## src/rtl/avg_pool_controller.sv

```systemverilog
// avg_pool_controller: 2x2 average pooling sequencer for a square image.
// Ports: clk, reset (async, active-low), start -> busy, done;
//   image read side img_rd_en/img_addr/img_data; pool write side
//   pool_we/pool_addr/pool_data (floor average of four signed taps).
module avg_pool_controller #(
  parameter int IMG_W  = 28,
  parameter int DATA_W = 8,
  parameter int OUT_W  = 16
) (
  input  logic                                  clk,
  input  logic                                  reset,
  input  logic                                  start,
  output logic                                  busy,
  output logic                                  done,
  output logic                                  img_rd_en,
  output logic [$clog2(IMG_W*IMG_W)-1:0]        img_addr,
  input  logic signed [DATA_W-1:0]              img_data,
  output logic                                  pool_we,
  output logic [$clog2((IMG_W/2)*(IMG_W/2))-1:0] pool_addr,
  output logic signed [OUT_W-1:0]               pool_data
);

  localparam int H   = IMG_W / 2;
  localparam int AW  = $clog2(IMG_W * IMG_W);
  localparam int PW  = $clog2(H * H);
  localparam int CW  = (H > 1) ? $clog2(H) : 1;
  localparam int ACW = DATA_W + 2;

  typedef enum logic [2:0] {
    S_IDLE, S_READ, S_LAST, S_WRITE, S_DONE
  } state_t;

  state_t state, state_nx;

  logic [CW-1:0]         r, c, r_nx, c_nx;
  logic [1:0]            k;
  logic signed [ACW-1:0] acc, pix, sum, avg;
  logic                  last_col, last_win;

  assign pix = $signed({{2{img_data[DATA_W-1]}}, img_data});
  assign sum = acc + pix;
  // Arithmetic shift gives floor division by 4 for negative sums.
  assign avg = sum >>> 2;

  assign last_col = (c == CW'(H - 1));
  assign last_win = last_col && (r == CW'(H - 1));

  function automatic logic [AW-1:0] tap(
    input logic [CW-1:0] rr,
    input logic [CW-1:0] cc,
    input logic [1:0]    kk
  );
    int a;
    a = 2 * int'(rr) * IMG_W + 2 * int'(cc)
      + (kk[1] ? IMG_W : 0) + int'(kk[0]);
    return AW'(a);
  endfunction

  always_comb begin
    r_nx = r;
    c_nx = c + CW'(1);
    if (last_col) begin
      c_nx = '0;
      r_nx = r + CW'(1);
    end
  end

  always_ff @(posedge clk or negedge reset) begin
    if (!reset) state <= S_IDLE;
    else        state <= state_nx;
  end

  always_comb begin
    state_nx = state;
    unique case (state)
      S_IDLE:  if (start) state_nx = S_READ;
      S_READ:  if (k == 2'd3) state_nx = S_LAST;
      S_LAST:  state_nx = S_WRITE;
      S_WRITE: state_nx = last_win ? S_DONE : S_READ;
      S_DONE:  state_nx = S_IDLE;
      default: state_nx = S_IDLE;
    endcase
  end

  always_comb begin
    busy      = 1'b0;
    done      = 1'b0;
    img_rd_en = 1'b0;
    pool_we   = 1'b0;
    unique case (state)
      S_READ: begin
        busy      = 1'b1;
        img_rd_en = 1'b1;
      end
      S_LAST:  busy = 1'b1;
      S_WRITE: begin
        busy    = 1'b1;
        pool_we = 1'b1;
      end
      S_DONE:  done = 1'b1;
      default: ;
    endcase
  end

  // Read data lags the tap address by one cycle, so tap k's data is
  // consumed while k+1 is being issued; LAST absorbs the final tap.
  always_ff @(posedge clk or negedge reset) begin
    if (!reset) begin
      r         <= '0;
      c         <= '0;
      k         <= '0;
      acc       <= '0;
      img_addr  <= '0;
      pool_addr <= '0;
      pool_data <= '0;
    end else begin
      unique case (state)
        S_IDLE: if (start) begin
          r        <= '0;
          c        <= '0;
          k        <= '0;
          img_addr <= '0;
        end
        S_READ: begin
          k <= k + 2'd1;
          if (k != 2'd3) img_addr <= tap(r, c, k + 2'd1);
          if (k == 2'd1)      acc <= pix;
          else if (k != 2'd0) acc <= sum;
        end
        S_LAST: begin
          acc       <= sum;
          pool_addr <= PW'(int'(r) * H + int'(c));
          pool_data <= {{(OUT_W-ACW){avg[ACW-1]}}, avg};
        end
        S_WRITE: begin
          k <= '0;
          if (last_win) begin
            r <= '0;
            c <= '0;
          end else begin
            r        <= r_nx;
            c        <= c_nx;
            img_addr <= tap(r_nx, c_nx, 2'd0);
          end
        end
        default: ;
      endcase
    end
  end

endmodule

```

## config.mk

```make
export PLATFORM = sky130hd
export DESIGN_NAME = avg_pool_controller
export DESIGN_NICKNAME = d
export VERILOG_FILES = /design/src/rtl/avg_pool_controller.sv
export SDC_FILE = /design/constraint.sdc
export NUM_CORES = 1
export LEC_CHECK = 0
export ABC_AREA = 1
export CELL_PAD_IN_SITES_DETAIL_PLACEMENT = 1
export CELL_PAD_IN_SITES_GLOBAL_PLACEMENT = 1
export CORE_MARGIN = 10
export CORE_UTILIZATION = 35
export CTS_BUF_LIST = sky130_fd_sc_hd__clkbuf_16
export DETAILED_ROUTE_END_ITERATION = 10
export HOLD_SLACK_MARGIN = 0.15
export PLACE_DENSITY_LB_ADDON = 0.1
export SETUP_SLACK_MARGIN = 0.1
export SKIP_LAST_GASP = 1
export SYNTH_ARGS = -nofsm -noshare
export SYNTH_HDL_FRONTEND = slang
export SYNTH_SLANG_ARGS = --single-unit
```

## constraint.sdc

```tcl
create_clock -name clk -period 4.6 [get_ports clk]
set_clock_uncertainty 0.05 [all_clocks]
set_input_delay 0.46 -clock clk [delete_from_list [all_inputs] [get_ports clk]]
set_output_delay 0.46 -clock clk [all_outputs]
set_load 0.05 [all_outputs]
```

Word level (Yosys, flattened, before mapping)
Cells that the tools add are included.
{ "word_totals": {"reg_bits": 49, "word_cells": 71} }
{ "classes": {"reduce_logical": 12, "eq_ne": 14, "mux": 25, "mul": 3, "add_sub_neg": 9} }
{ "ops": {"columns": ["cell", "count"], "rows": [
  ["$mux 10", 5],
  ["$add 10x5->10", 3],
  ["$pmux 10 s3", 1],
  ["$mul 4x3->7 const B", 3],
  ["$mux 4", 5],
  ["$pmux 10 s2", 1],
  ["$pmux 4 s2", 2],
  ["$pmux 3 s4", 1],
  ["$add 10x1->10", 1],
  ["$add 10x8->10", 1],
  ["$ne 2x2->1 const B", 5],
  ["$mux 3", 3],
  ["$add 4x1->4 const B", 2],
  ["$add 8x4->8", 1],
  ["$eq 4x4->1 const B", 2],
  ["$reduce_and 2->1", 4],
  ["$eq 3x2->1 const B", 2],
  ["$pmux 2 s3", 1],
  ["$reduce_bool 2->1", 3],
  ["$mux 5", 1],
  ["$mux 1", 4],
  ["$reduce_and 4->1", 1],
  ["$eq 3x1->1 const B", 1],
  ["$eq 3x3->1 const B", 1],
  ["9 further kinds", 9]
]} }

Depth between registers and ports, before layout
{ "depth": {"depth_word": 6, "ltp_mapped": 26, "depth_no_buf": 26} }

Worst setup path before layout
No wires, ideal clock.
{ "synth_timing": {"path_kind": "register to register", "startpoint": "reg r[1]", "endpoint": "reg img_addr[9]", "t_arrival_ps": 3067, "period_less_slack_ps": 3234, "setup_time_ps": 118, "slack_ps": 1366, "path_stages_with_launch": 18, "cell_sequence": "dfrtp_1 > inv_1 > ha_1 > o21ai_0 > fa_1 > ha_1 > inv_1 > fa_1 > inv_1 > nand2_1 > nor2_1 > nand3_1 > inv_1 > nand2_1 > nand3_1 > nand2_1 > nand2_1 > nand2_1"} }
{ "synth_between": {"elab_chain_len": 6} }
{ "synth_rtl": {"columns": ["item", "line", "source"], "rows": [
  ["start, declared", "35", "logic [CW-1:0] r, c, r_nx, c_nx;"],
  ["start signal, assigned", "141", "r <= r_nx;"],
  ["$mul 4x3->7 / $add 4x1->4 (equally long branches)", "54, 64", null],
  ["$add 10x5->10 / $mux 4 (equally long branches)", "54, 62", null],
  ["$add 10x5->10 / $mul 4x3->7 (equally long branches)", "55, 54", null],
  ["$add 10x1->10 / $add 10x5->10 (equally long branches)", "55, 54", null],
  ["$mux 10, on equally long branches", "126, 137", null],
  ["$pmux 10 s3", "117", "unique case (state)"],
  ["end signal, assigned", "126", "if (k != 2'd3) img_addr <= tap(r, c, k + 2'd1);"],
  ["end signal, assigned", "143", "img_addr <= tap(r_nx, c_nx, 2'd0);"],
  ["end, declared", "16", "output logic [$clog2(IMG_W*IMG_W)-1:0] img_addr,"]
]} }
Several ways; a longest one is shown, not always the timed one. The select of a mux whose other input is x is not followed.
A chain may end at the register's enable or synchronous reset.

Worst setup path after layout
{ "layout_timing": {"startpoint": "reg c[1]", "endpoint": "reg img_addr[9]"} }
{ "layout_between": {"elab_chain_len": 6} }
{ "layout_rtl": {"columns": ["item", "line", "source"], "rows": [
  ["start, declared", "35", null],
  ["start signal, assigned", "142", "c <= c_nx;"],
  ["$eq 4x4->1", "45", "assign last_col = (c == CW'(H - 1));"],
  ["$mux 4", "62", "if (last_col) begin"],
  ["$mul 4x3->7", "54", "a = 2 * int'(rr) * IMG_W + 2 * int'(cc)"],
  ["$add 10x5->10", "54", null],
  ["$mux 10", "137", "if (last_win) begin"],
  ["$pmux 10 s3", "117", null]
]} }
Several ways; a longest one is shown, not always the timed one. The select of a mux whose other input is x is not followed.

==> summary by stage <==
Clock tree
The number of levels the H-tree was split into is 2. The post-CTS resize count is 0. The TritonCTS buffer count is 5. The hold buffer count at cts is 0. The number of clock sinks seen by CTS is 49. TritonCTS built the clock tree. The clock insertion delay at the later pin of the skew report is 0.29 ns. The cell sitting at the root of the clock tree is a clkbuf_16.

The clock-pin transition on the worst setup and hold timing paths is 0.07 ns. The buffer depth of the longest clock path is 2. The number of post-CTS setup repair buffers is 0.

Synthesis
The cell type with the largest total area after synthesis is dfrtp_1. Summed over its instances, the top area cell type makes up 32.4% of the synthesized netlist area. By area the synthesized netlist is led by dfrtp_1 32%, nand2_1 13%, ha_1 13%. The leading register cell type out of synthesis is dfrtp_1. The share of synthesized area occupied by flip-flops and latches is 32.4%. The count of synthesis-stage warnings from yosys is 0. The count of unique library cells instantiated by Yosys is 37. The net count of the mapped netlist is 556. After synthesis the netlist holds a flip-flop and latch count of 49. The mean instance size in the synthesized netlist is 7.65 um2. The synthesized netlist cell count is 495. After synthesis the cells add up to 3790 um2.

The share of flip-flops with an asynchronous set or reset is 100%. The synthesized design contains 0 enable-type register cells.

STA
Setup violations remaining at the end of the flow were counted as 0. The total count of hold-check failures in the final report is 0. The clock period could shrink to 3.61 ns. In this run the tightest slew margin relative to its limit is 55.1%. The portion of the clock cycle consumed by the worst path in the final layout is 78.5%.

Summed over all failing endpoints, the final setup total negative slack is 0 ns. At the pin with the least slew margin, the transition time is 0.673 ns. The least setup slack across all paths after layout is 0.988 ns. Setup repair after global routing left no endpoint under its margin. The fmax is 277 MHz. The final count of pins violating max slew is 0.

Floorplan
The total I/O pin count is 49. The die area is 15,400 um2. In this run the horizontal extent of the chip is 124 um. The floorplan has 37 rows. For this configuration, the core starts out at a cell density of 36.3%.

The die is 124 um tall. After floorplanning, the core was sized to cover 10,400 um2.

Worst setup path
The beginning of the worst register-to-register path is c[1]$_DFFE_PN0P_. The element type at the critical path end is a flop. The endpoint identified for the worst register-to-register timing path is img_addr[9]$_DFFE_PN0P_. For the worst setup path, the data arrival time is 3.75 ns. The category of the worst setup path launch point is a flop.

The register-to-register setup slack is 0.99 ns. The worst endpoint required time is 4.74 ns. The worst setup path is of the flop to flop kind. The depth of the worst register-to-register path is 20. The peak fanout along the critical path is 7.

Global routing
The largest net degree at the start of global routing is 50. After global routing the overflow that remains totals 0. The first-pass GRT wire length is 17,600 um.

The overall global routing resource usage is 14.2%. The initial antenna violation count is 0. The number of global-route vias before repair is 3,631.

Place
The final weighted congestion in routability-driven placement is 0.826. The detailed placer's ending HPWL is 8290 um. During placement, the flow inserted port buffers numbering 48. The pre-CTS worst setup slack is 0.975 ns.

Cells and area
The antenna cell count is 0. The post-route netlist has 5.01% of its cells at a drive strength greater than 1. The number of nets in the layout is 599. The area growth from synthesis to layout is 18.5%.

Pwr
The maximum resistive drop on vdd is 0.321 mV. The overall power is 1.72 mW. The power per standard cell area is 383 nW/um2. The reported leakage power is 2.34 nW.

Drt
The routed via count is 3,312. The wire length per cell after detailed routing is 15.4 um. In the routed layout, each cell is associated on average with a via count of 4.91. The remaining antenna violation count is 0. The first-iteration detailed-routing DRC count is 151. The number of design rule violations left after detail routing is 0. The detailed-router iteration count before antenna repair is 5. The total wire length after detailed routing is 10,400 um.

Hold path
The worst min-delay path class is input pin to asynchronous set/reset pin.

Job
Across the run, the number of max-cap violations was 0.

Run status
The flow ran to the end, and the final reports show no timing, DRC or antenna violations.
-- metrics by stage --
| step | cells | instance area (um2) | utilization [%] | hold WS, ns |
|---|---|---|---|---|
| final | 675 | 4490 | 43.1 | 0.241 |
| after global routing | 675 | 4490 | 43.1 | 0.314 |
| after CTS | 675 | 4490 | 43.1 | 0.266 |
| after detailed placement | 667 | 4350 | 41.8 | 0.416 |
| after global placement | 667 | 4350 | 41.8 | 0.412 |
| after floorplan | 495 | 3790 | - | 0.114 |
-- kinds of logic (layout without fill, tap and decap cells) --
family | count (synthesis) | after routing | share of synthesized area (%)
XOR/XNOR | 12 | 12 | 2.78
AND/OR/NAND/NOR | 217 | 217 | 24.7
flip-flops | 49 | 49 | 32.4
adder cells (fa/ha/maj) | 50 | 50 | 18.9
buffers and inverters | 90 | 134 | 10.1
AO/OA/AOI/OAI | 77 | 77 | 11.1
-- where the power goes --
part	internal [mW]	leakage (nW)	switching (mW)	total [mW]
Combinational	0.272	1.72	0.528	0.800
Sequential	0.507	0.542	0.0458	0.553
Clock	0.197	0.0776	0.169	0.365
Total	0.975	2.34	0.743	1.72
-- layout make-up --
class	instances	area, um2
Fill cell	1294	5930
Tap cell	136	170
Clock buffer	5	125
Clock inverter	3	11.3
Multi-Input combinational cell	356	2180
Timing Repair Buffer	50	490
Inverter	76	285
Sequential cell	49	1230
-- worst max-delay path, cell delays in order, from the launching register on --
cell and delay [ns]:
dfrtp_1 0.44, inv_1 0.09, ha_1 0.14, inv_1 0.09
nor2_8 0.17, inv_2 0.09, o21ai_0 0.47, fa_1 0.50
ha_1 0.21, inv_1 0.07, fa_1 0.40, inv_1 0.10
nand2_1 0.09, nor2_1 0.16, nand3_1 0.12, inv_1 0.07
nand2_1 0.05, nand3_1 0.06, nand2_1 0.05, nand2_1 0.05
nand2_1 0.04
-- synthesized netlist by cell type (2+ instances only) --
master,number
fa_1,12
nand3_1,32
nor2_2,3
nor2_1,35
a21oi_1,26
inv_2,6
buf_4,9
o21ai_0,32
xor2_1,6
nand3_2,3
inv_1,69
dfrtp_1,49
o22ai_1,4
a22oi_1,2
xnor2_1,6
nand2_4,2
ha_1,38
o21ai_1,6
nand2_1,134
buf_2,2
a21o_1,2
clkbuf_1,2
-- registers in the layout (all words and copies together), names as in the netlist --
| signal | flops |
|---|---|
| k | 2 |
| state | 3 |
| acc | 10 |
| c | 4 |
| pool_data | 8 |
| img_addr | 10 |
| r | 4 |
| pool_addr | 8 |
-- worst max-delay path by stage --
stage	cells after the start	slack (ns)	from	endpoint
after CTS	20	0.95	c[1]$_DFFE_PN0P_	img_addr[9]$_DFFE_PN0P_
after floorplan	17	1.37	r[1]$_DFFE_PN0P_	img_addr[9]$_DFFE_PN0P_
after global routing	20	0.61	c[1]$_DFFE_PN0P_	img_addr[9]$_DFFE_PN0P_
after detailed placement	20	0.97	c[1]$_DFFE_PN0P_	img_addr[9]$_DFFE_PN0P_
final	20	0.99	c[1]$_DFFE_PN0P_	img_addr[9]$_DFFE_PN0P_
after global placement	20	1.13	c[1]$_DFFE_PN0P_	img_addr[9]$_DFFE_PN0P_
-- placed cells by master (no fill, tap or decap), drive strengths merged, types with 2 or more instances in the layout --
cell / instances
nand2: 137
inv: 78
dfrtp: 49
clkdlybuf4s50: 47
nor2: 39
o21ai: 39
ha: 38
nand3: 35
a21oi: 26
fa: 12
xor2: 6
xnor2: 6
clkbuf: 5
o22ai: 4
buf: 3
a22oi: 2
a21o: 2
-- per-layer routing --
layer  wire (um)  track usage [%]  share of wire [%]  vias to the layer above
met5           0                0                  0                        -
met1        4410             16.0                 42                     1629
li1            -                -                  -                     1647
met4          96             3.53               0.93                        0
met2        5530             27.5                 53                       32
met3         340             1.95                3.3                        4
Note: power is estimated with default switching activity, not from simulation.
